`config.mk`:
```
export PLATFORM = sky130hd
export DESIGN_NAME = param_skid_buffer
export DESIGN_NICKNAME = d
export VERILOG_FILES = /design/src/rtl/skid_pkg.sv /design/src/rtl/skid_ring_mem.sv /design/src/rtl/param_skid_buffer.sv
export SDC_FILE = /design/constraint.sdc
export NUM_CORES = 1
export LEC_CHECK = 0
export CORE_ASPECT_RATIO = 1.5
export CORE_UTILIZATION = 35
export CTS_BUF_LIST = sky130_fd_sc_hd__clkbuf_4 sky130_fd_sc_hd__clkbuf_8
export DETAILED_ROUTE_END_ITERATION = 8
export PLACE_DENSITY = 0.64
export RECOVER_POWER = 25
export SYNTH_ARGS = -nofsm -noshare
export SYNTH_HDL_FRONTEND = slang
export SYNTH_SLANG_ARGS = --single-unit
```
`constraint.sdc`:
```
create_clock -name clk -period 2.3 [get_ports clk]
set_clock_uncertainty 0.15 [all_clocks]
set_input_delay 0.345 -clock clk [delete_from_list [all_inputs] [get_ports clk]]
set_output_delay 0.345 -clock clk [all_outputs]
set_load 0.01 [all_outputs]
```
`src/rtl/skid_pkg.sv`:
```
// rtl/skid_pkg.sv - shared mode constants and width helper for the skid buffer
package skid_pkg;

  localparam int SKID_REGISTERED = 0;
  localparam int SKID_BYPASS     = 1;

  // Occupancy must be able to represent DEPTH itself, hence depth + 1.
  function automatic int cnt_w(input int depth);
    return $clog2(depth + 1);
  endfunction

endpackage

```
`src/rtl/skid_ring_mem.sv`:
```
// rtl/skid_ring_mem.sv - DEPTH x DATA_W ring storage with wrapping read/write pointers
module skid_ring_mem #(
  parameter int DATA_W = 8,
  parameter int DEPTH  = 2
) (
  input  logic              clk,
  input  logic              reset_n,
  input  logic              clear,
  input  logic              wr_en,
  input  logic [DATA_W-1:0] wr_data,
  input  logic              rd_en,
  output logic [DATA_W-1:0] rd_data
);

  localparam int PTR_W = (DEPTH > 1) ? $clog2(DEPTH) : 1;
  localparam logic [PTR_W-1:0] LAST = PTR_W'(DEPTH - 1);

  logic [DATA_W-1:0] mem [DEPTH];
  logic [PTR_W-1:0]  wr_ptr;
  logic [PTR_W-1:0]  rd_ptr;

  always_ff @(posedge clk or negedge reset_n) begin
    if (!reset_n) begin
      wr_ptr <= '0;
      rd_ptr <= '0;
    end else if (clear) begin
      wr_ptr <= '0;
      rd_ptr <= '0;
    end else begin
      if (wr_en) wr_ptr <= (wr_ptr == LAST) ? '0 : wr_ptr + 1'b1;
      if (rd_en) rd_ptr <= (rd_ptr == LAST) ? '0 : rd_ptr + 1'b1;
    end
  end

  // Payload storage is deliberately left out of reset.
  always_ff @(posedge clk) begin
    if (wr_en && !clear) mem[wr_ptr] <= wr_data;
  end

  assign rd_data = mem[rd_ptr];

endmodule

```
`src/rtl/param_skid_buffer.sv`:
```
// rtl/param_skid_buffer.sv - multi-entry valid/ready skid buffer with optional bypass
module param_skid_buffer
  import skid_pkg::*;
#(
  parameter int  DATA_W = 8,
  parameter int  DEPTH  = 2,
  parameter int  BYPASS = SKID_REGISTERED,
  localparam int CNT_W  = cnt_w(DEPTH)
) (
  input  logic              clk,
  input  logic              reset_n,
  input  logic              flush_i,
  input  logic              i_valid_i,
  input  logic [DATA_W-1:0] i_data_i,
  output logic              i_ready_o,
  input  logic              e_ready_i,
  output logic              e_valid_o,
  output logic [DATA_W-1:0] e_data_o,
  output logic [CNT_W-1:0]  count_o
);

  logic [CNT_W-1:0]  count_q;
  logic [CNT_W-1:0]  count_next;
  logic              ready_q;
  logic              empty;
  logic              pass_mode;
  logic              push;
  logic              pop;
  logic              st_push;
  logic              st_pop;
  logic [DATA_W-1:0] head_data;

  assign empty     = (count_q == '0);
  assign pass_mode = (BYPASS == SKID_BYPASS) && empty;
  assign i_ready_o = ready_q & ~flush_i;
  assign push      = i_valid_i & i_ready_o;
  assign pop       = e_valid_o & e_ready_i;

  // A bypassed beat is only offered when it is also accepted on the input side,
  // so reset (ready_q = 0) and flush silence the output too.
  always_comb begin
    e_valid_o = 1'b0;
    e_data_o  = '0;
    if (!empty) begin
      e_valid_o = ~flush_i;
      e_data_o  = flush_i ? '0 : head_data;
    end else if (pass_mode) begin
      e_valid_o = i_valid_i & i_ready_o;
      e_data_o  = (i_valid_i & i_ready_o) ? i_data_i : '0;
    end
  end

  assign st_push = push & ~(pass_mode & e_ready_i);
  assign st_pop  = pop & ~empty;

  always_comb begin
    count_next = count_q;
    if (flush_i) count_next = '0;
    else         count_next = count_q + CNT_W'(st_push) - CNT_W'(st_pop);
  end

  always_ff @(posedge clk or negedge reset_n) begin
    if (!reset_n) begin
      count_q <= '0;
      ready_q <= 1'b0;
    end else begin
      count_q <= count_next;
      ready_q <= (count_next < CNT_W'(DEPTH));
    end
  end

  skid_ring_mem #(
    .DATA_W (DATA_W),
    .DEPTH  (DEPTH)
  ) u_mem (
    .clk     (clk),
    .reset_n (reset_n),
    .clear   (flush_i),
    .wr_en   (st_push),
    .wr_data (i_data_i),
    .rd_en   (st_pop),
    .rd_data (head_data)
  );

  assign count_o = count_q;

endmodule

```
==> results of run 1 <==
## logic make-up after synthesis
family | after synthesis | synth area share [%]
flops | 21 | 65.9
compound gates | 4 | 4.22
buf+inv | 4 | 2.45
mux | 11 | 13.1
fa+ha+maj | 2 | 2.72
xor+xnor | 1 | 1.77
simple gates | 19 | 9.93
## layout make-up
cell class | instances | area [um^2] | area share (%)
Timing Repair Buffer | 31 | 297 | 23.4
Inverter | 3 | 11.3 | 0.890
Clock buffer | 4 | 30.0 | 2.37
Tap cell | 24 | 30.0 | 2.37
Multi-Input combinational cell | 37 | 292 | 23.0
Sequential cell | 21 | 606 | 47.9
## cells in the mapped netlist (all sizes together) (2+ instances only)
cell type,instances
ha,2
edfxtp,16
nor2,12
mux2i,9
nor2b,4
dfrtp,5
nand3b,2
inv,3
mux2,2
## path summary, 6_finish.rpt
path	start	slack, ns	end	depth (start not counted)
max	count_o[1]	0.19	e_valid_o	4
min	reset_n	0.20	u_mem.wr_ptr	1
max reg2reg	count_o[1]	0.36	count_o[1]	7
min reg2reg	u_mem.wr_ptr	0.42	u_mem.wr_ptr	2
max in group asynchronous	reset_n	1.58	count_o[0]	1
min in group clk	flush_i	0.22	u_mem.wr_ptr	3
## through the flow
| step | cells | util [%] | worst slack, ns | TNS [ns] |
|---|---|---|---|---|
| final | 120 | 51.1 | 0.191 | 0 |
| after global routing | 120 | 51.1 | 0.0962 | 0 |
| after CTS | 120 | 50.7 | 0.00463 | 0 |
| after detailed placement | 116 | 49.7 | -0.0281 | -0.0849 |
| after global placement | 116 | 49.7 | -0.00819 | -0.0130 |
| after floorplan | 62 | - | 0.283 | 0 |
## power breakdown
group / total (mW) / internal (mW) / switching, mW
logic: 0.208 / 0.125 / 0.0835
clock network: 0.180 / 0.0793 / 0.101
registers: 0.473 / 0.440 / 0.0337
## critical path: stages (launching register included)
cell and delay (ns):
dfrtp_1 0.46, o21bai_4 0.17, buf_4 0.18, inv_2 0.04
clkdlybuf4s50_1 0.47
## routing by layer
metal | vias up | track usage [%]
met5 | - | 0
met4 | 0 | 6.82
met3 | 4 | 3.06
met2 | 26 | 22.6
met1 | 284 | 16.4
li1 | 290 | -
## repair_timing
action                     CTS  global route
pin swaps                    0             0
setup endpoints to repair    5             4
gates resized for setup      5             4
## registers in the layout (all words and copies together) (netlist names)
signal,count
count_o,2
ready_q,1
u_mem.mem,16
u_mem.rd_ptr,1
u_mem.wr_ptr,1
## cells in the final DEF (no fill, tap or decap)
cell type / Yosys / routed
o21ai_1: 1 / 1
xnor2_2: 1 / 1
clkdlybuf4s50_1: 0 / 10
ha_1: 2 / 2
a21oi_1: 1 / 1
edfxtp_1: 16 / 16
mux2_4: 2 / 2
buf_4: 0 / 7
dfrtp_1: 5 / 5
inv_2: 1 / 1
mux2i_1: 9 / 9
inv_1: 2 / 2
dlygate4sd3_1: 0 / 5
nor2b_1: 4 / 4
dlymetal6s2s_1: 0 / 4
clkbuf_4: 0 / 4
o21bai_4: 1 / 1
nor2_1: 12 / 12
a21bo_2: 1 / 1
and3_1: 1 / 1
nand3b_1: 2 / 2
dlygate4sd2_1: 0 / 5
==> impl_metrics.py, run 1 <==
metrics = {
    "status": {
        "status": "complete, no violations",
    },
    "timing": {
        "rsz0062_at_grt": "false",
        "hold_viol": 0,
        "final_max_slew_viol_count": 0,
        "max_freq_mhz": 474,
        "tightestPinTransition_ns": 0.485,
        "setup_viol_count_final": 0,
        "hold-worst-slack_ns": 0.197,
        "relSlewSlack_pct": 67.7,
        "final.period_utilization_pct": 91.7,
        "min_period_ns": 2.11,
    },
    "cells_and_area": {
        "layout-drive-gt1-share_pct": 17.7,
        "fillCellCount": 232,
        "post-route-cell-area_um2": 1260,
        "layout.nets": 112,
        "syn_to_final_growth_pct": 37.6,
        "diodes": 0,
    },
    "synth": {
        "syn_nets": 77,
        "synth.avg_cell_area_um2": 14.8,
        "ys.flop_type": "edfxtp_1",
        "synth_cell_types": 17,
        "synth_top_area_cell": "edfxtp_1",
        "syn-cell-area_um2": 920,
        "synth_edf_count": 16,
        "synthTopCellsByArea": "edfxtp_1, dfrtp_1, mux2i_1",
        "post-synth-top-area-fraction_pct": 52.2,
        "ys_ff_latch": 21,
        "seq_area_frac_synth_pct": 65.9,
        "synthCells": 62,
        "async_reset_ff_share_pct": 23.8,
        "ys_warn_count": 0,
    },
    "critical_path": {
        "required_ns": 1.80,
        "crit_fanout": 9,
        "crit_type": "flip-flop to output port",
        "crit_arrival_ns": 1.61,
        "start_kind": "flip-flop",
        "cp-end-kind": "output port",
    },
    "drt": {
        "dr_wl_met2_um": 833,
        "dr.pass1.iters": 6,
        "drt_iter0_markers": 9,
        "vias": 604,
        "avgViaCountPerCell": 5.03,
        "wirelength_mm": 1.64,
        "post_drt_wl_per_cell_um": 13.7,
        "drc": 0,
        "wl_met1_um": 673,
        "drtAntennaViolNets": 0,
        "top_layer": "met4",
        "dr_wl_met3_um": 107,
    },
    "grt": {
        "grt_max_degree": 12,
        "grt_pass1_vias": 628,
        "overflow": 0,
        "grt_pass1_wl_mm": 2.79,
        "grt.total_usage_pct": 13.7,
        "grt_antenna_before_repair": 0,
    },
    "clock_tree": {
        "cts.hold.buffers_added": 0,
        "clock_latency_ns": 0.29,
        "cts_root_buffer": "clkbuf_4",
        "htree_levels": 1,
        "clk_path_buf_depth": 2,
        "clkTransAtPathRegs_ns": 0.11,
        "clkSinkCount": 21,
        "numCtsBuffers": 3,
        "post_cts_buffers": 0,
        "cts_tree": "yes",
    },
    "floorplanning": {
        "die_h_um": 64.8,
        "die_w_um": 43.9,
        "initial_utilization_pct": 37.1,
        "dieArea_um2": 2840,
        "io_pins": 25,
        "core_um2": 2480,
        "std_cell_rows": 22,
    },
    "hold_path": {
        "worst_hold_path_type": "input port to asynchronous set/reset pin",
    },
    "power": {
        "ir_worst_vdd_mv": 0.353,
        "p_per_area_nw_per_um2": 682,
        "p_total_uw": 862,
        "p_leak_nw": 0.572,
    },
    "place": {
        "place_hpwl_mm": 1.22,
        "gp_congestion": 0.700,
        "postPlaceCellArea_um2": 1230,
        "portBuffers": 24,
    },
    "flow_run": {
        "drv_cap": 0,
    },
}
Power figures use the tool's default switching activity.
==> run 2, diff against run 1 <==
CORE_MARGIN = 3   (was not set)
==> run 2 against run 1 <==
  * Fmax decreased by 3.6%
  * Combinational power increased by 3%
  * Clock power about the same
  * Via count decreased by 6.3%
  * Worst setup slack got worse by 0.080 ns
  * Hold slack got worse by 0.018 ns
  * Sequential share of layout area decreased by 0.46 points
  * Final cell count decreased by 1.7%
  * Sequential cell count unchanged
  * Count of clock-buffer cells in the layout decreased by 1
  * Critical path type is now input port to output port
  * Critical endpoint unchanged
==> impl_metrics.py, run 2 (same netlist as run 1, synthesis figures left out) <==
metrics = {
    "critical_path": {
        "crit_chain": "clkdlybuf4s50_1, o21bai_4, buf_12, inv_2, clkdlybuf4s50_1",
        "slowest_delay_ns": 0.52,
        "cp_top_family": "buffers and inverters",
        "reg2reg_from": "count_o[1]",
        "start_kind": "input port",
        "cp-end-kind": "output port",
        "crit_top_cell": "clkdlybuf4s50_1",
        "slowest_stage": "clkdlybuf4s50_1",
        "r2r_cells": 7,
        "crit_arrival_ns": 1.69,
        "timing.rr.end": "count_o[1]",
        "required_ns": 1.80,
        "cp_num_buf_inv": 4,
        "crit_type": "input port to output port",
        "crit_fanout": 9,
        "rrSetupSlack_ns": 0.33,
    },
    "power": {
        "intPower_uw": 640,
        "swShare_pct": 26.0,
        "p_leak_nw": 0.620,
        "pwr-share-seq_pct": 54.7,
        "p_per_area_nw_per_um2": 676,
        "combPwrFrac_pct": 24.9,
        "ir_worst_vdd_mv": 0.400,
        "p_switching_uw": 225,
        "p_clk_share_pct": 20.4,
    },
    "grt": {
        "grt_max_degree": 14,
        "grt.total_usage_pct": 10.1,
        "grt_pass1_wl_mm": 2.22,
        "grt_pass1_vias": 515,
        "grt_antenna_before_repair": 0,
        "overflow": 0,
    },
    "drt": {
        "post_drt_wl_per_cell_um": 12.7,
        "drtAntennaViolNets": 0,
        "avgViaCountPerCell": 4.80,
        "dr.pass1.iters": 3,
        "drc": 0,
        "drt_iter0_markers": 5,
        "wirelength_mm": 1.50,
        "vias": 566,
    },
    "cells_and_area": {
        "layout.nets": 110,
        "diodes": 0,
        "layout-drive-gt1-share_pct": 17.0,
        "layout_common_cells": "edfxtp_1, nor2_1, clkdlybuf4s50_1",
        "final_common_cell": "edfxtp_1",
        "fillCellCount": 221,
        "largest_reg_flops": 16,
        "syn_to_final_growth_pct": 39.2,
        "top_register": "u_mem.mem",
    },
    "place": {
        "gp_congestion": 0.679,
        "place_hpwl_mm": 1.18,
        "portBuffers": 24,
        "post-place-ws_ns": -0.0526,
    },
    "clock_tree": {
        "clk_path_buf_depth": 2,
        "htree_levels": 1,
        "clock_latency_ns": 0.29,
        "clkSinkCount": 21,
        "numCtsBuffers": 3,
        "cts.hold.buffers_added": 0,
        "clkTransAtPathRegs_ns": 0.12,
        "cts_root_buffer": "clkbuf_4",
        "cts_tree": "yes",
    },
    "floorplanning": {
        "io_pins": 25,
        "core_um2": 2480,
        "std_cell_rows": 22,
        "die_w_um": 47.9,
        "dieArea_um2": 3290,
        "initial_utilization_pct": 37.1,
        "die_h_um": 68.8,
    },
    "timing": {
        "hold_viol": 0,
        "tightestPinTransition_ns": 0.393,
        "min_period_ns": 2.19,
        "rsz0062_at_grt": "false",
        "final_max_slew_viol_count": 0,
        "relSlewSlack_pct": 73.8,
        "setup_viol_count_final": 0,
        "hold-worst-slack_ns": 0.179,
        "max_freq_mhz": 457,
        "final.period_utilization_pct": 95.2,
        "fin_ws_ns": 0.112,
    },
    "hold_path": {
        "worst_hold_path_type": "input port to asynchronous set/reset pin",
    },
    "status": {
        "status": "complete, no violations",
    },
    "flow_run": {
        "drv_cap": 0,
    },
}
## run 2: worst max-delay path by stage
stage	start	endpoint	slack, ns	cells after the start
floorplan	count_o[1]	count_o[1]	0.28	7
global placement	flush_i	ready_q	-0.03	9
detailed placement	flush_i	ready_q	-0.05	9
CTS	flush_i	e_data_o[7]	0.005	5
global route	flush_i	e_valid_o	0.06	5
finish	flush_i	e_valid_o	0.11	5
## run 2: worst register-to-register path: stages (launching register included)
cell and delay [ns]:
dfrtp_1 0.48, o21bai_4 0.21, nor2_1 0.06, ha_1 0.27, inv_1 0.04, ha_1 0.19
xnor2_2 0.17, mux2_4 0.31
## run 2: area by class of cell
cell class,instances,area (um^2),area share (%)
multi-input combinational,37,292,22.8
clock buffer,3,22.5,1.76
sequential,21,607,47.4
tap,24,30.0,2.35
inverter,3,11.3,0.880
clock inverter,1,7.51,0.587
timing repair buffer,29,310,24.2
## run 2: metrics by stage
| step | power [mW] | instance area (um^2) | util [%] | instances | TNS, ns |
|---|---|---|---|---|---|
| final | 0.866 | 1280 | 51.7 | 118 | 0 |
| after global routing | 0.911 | 1280 | 51.7 | 118 | 0 |
| after CTS | 0.884 | 1260 | 50.8 | 118 | 0 |
| after detailed placement | 0.708 | 1230 | 49.6 | 114 | -0.0913 |
| after global placement | 0.705 | 1230 | 49.6 | 114 | -0.0317 |
| after floorplan | 0.589 | 920 | - | 62 | 0 |
## run 2: routing by layer
layer	track usage (%)	up-vias	share of wire, %
met5	0	-	0
met3	1.56	2	5.2
met2	17.2	13	55
li1	-	283	-
met1	11.2	268	39
met4	6.06	0	0.87
## run 2: repair_timing
item | in CTS | in global routing
gates resized for setup | 0 | 9
setup buffers | 0 | 0
endpoints found under the setup margin | 0 | 8
## run 2: power by group through the flow
| stage | clock, mW | sequential (mW) | combinational, mW |
|---|---|---|---|
| 2_1_floorplan | 0 | 0.468 | 0.121 |
| 3_3_place_gp | 0 | 0.481 | 0.224 |
| 3_5_place_dp | 0 | 0.482 | 0.226 |
| 4_1_cts | 0.184 | 0.474 | 0.227 |
| 5_1_grt | 0.199 | 0.478 | 0.234 |
| 6_report | 0.177 | 0.474 | 0.215 |
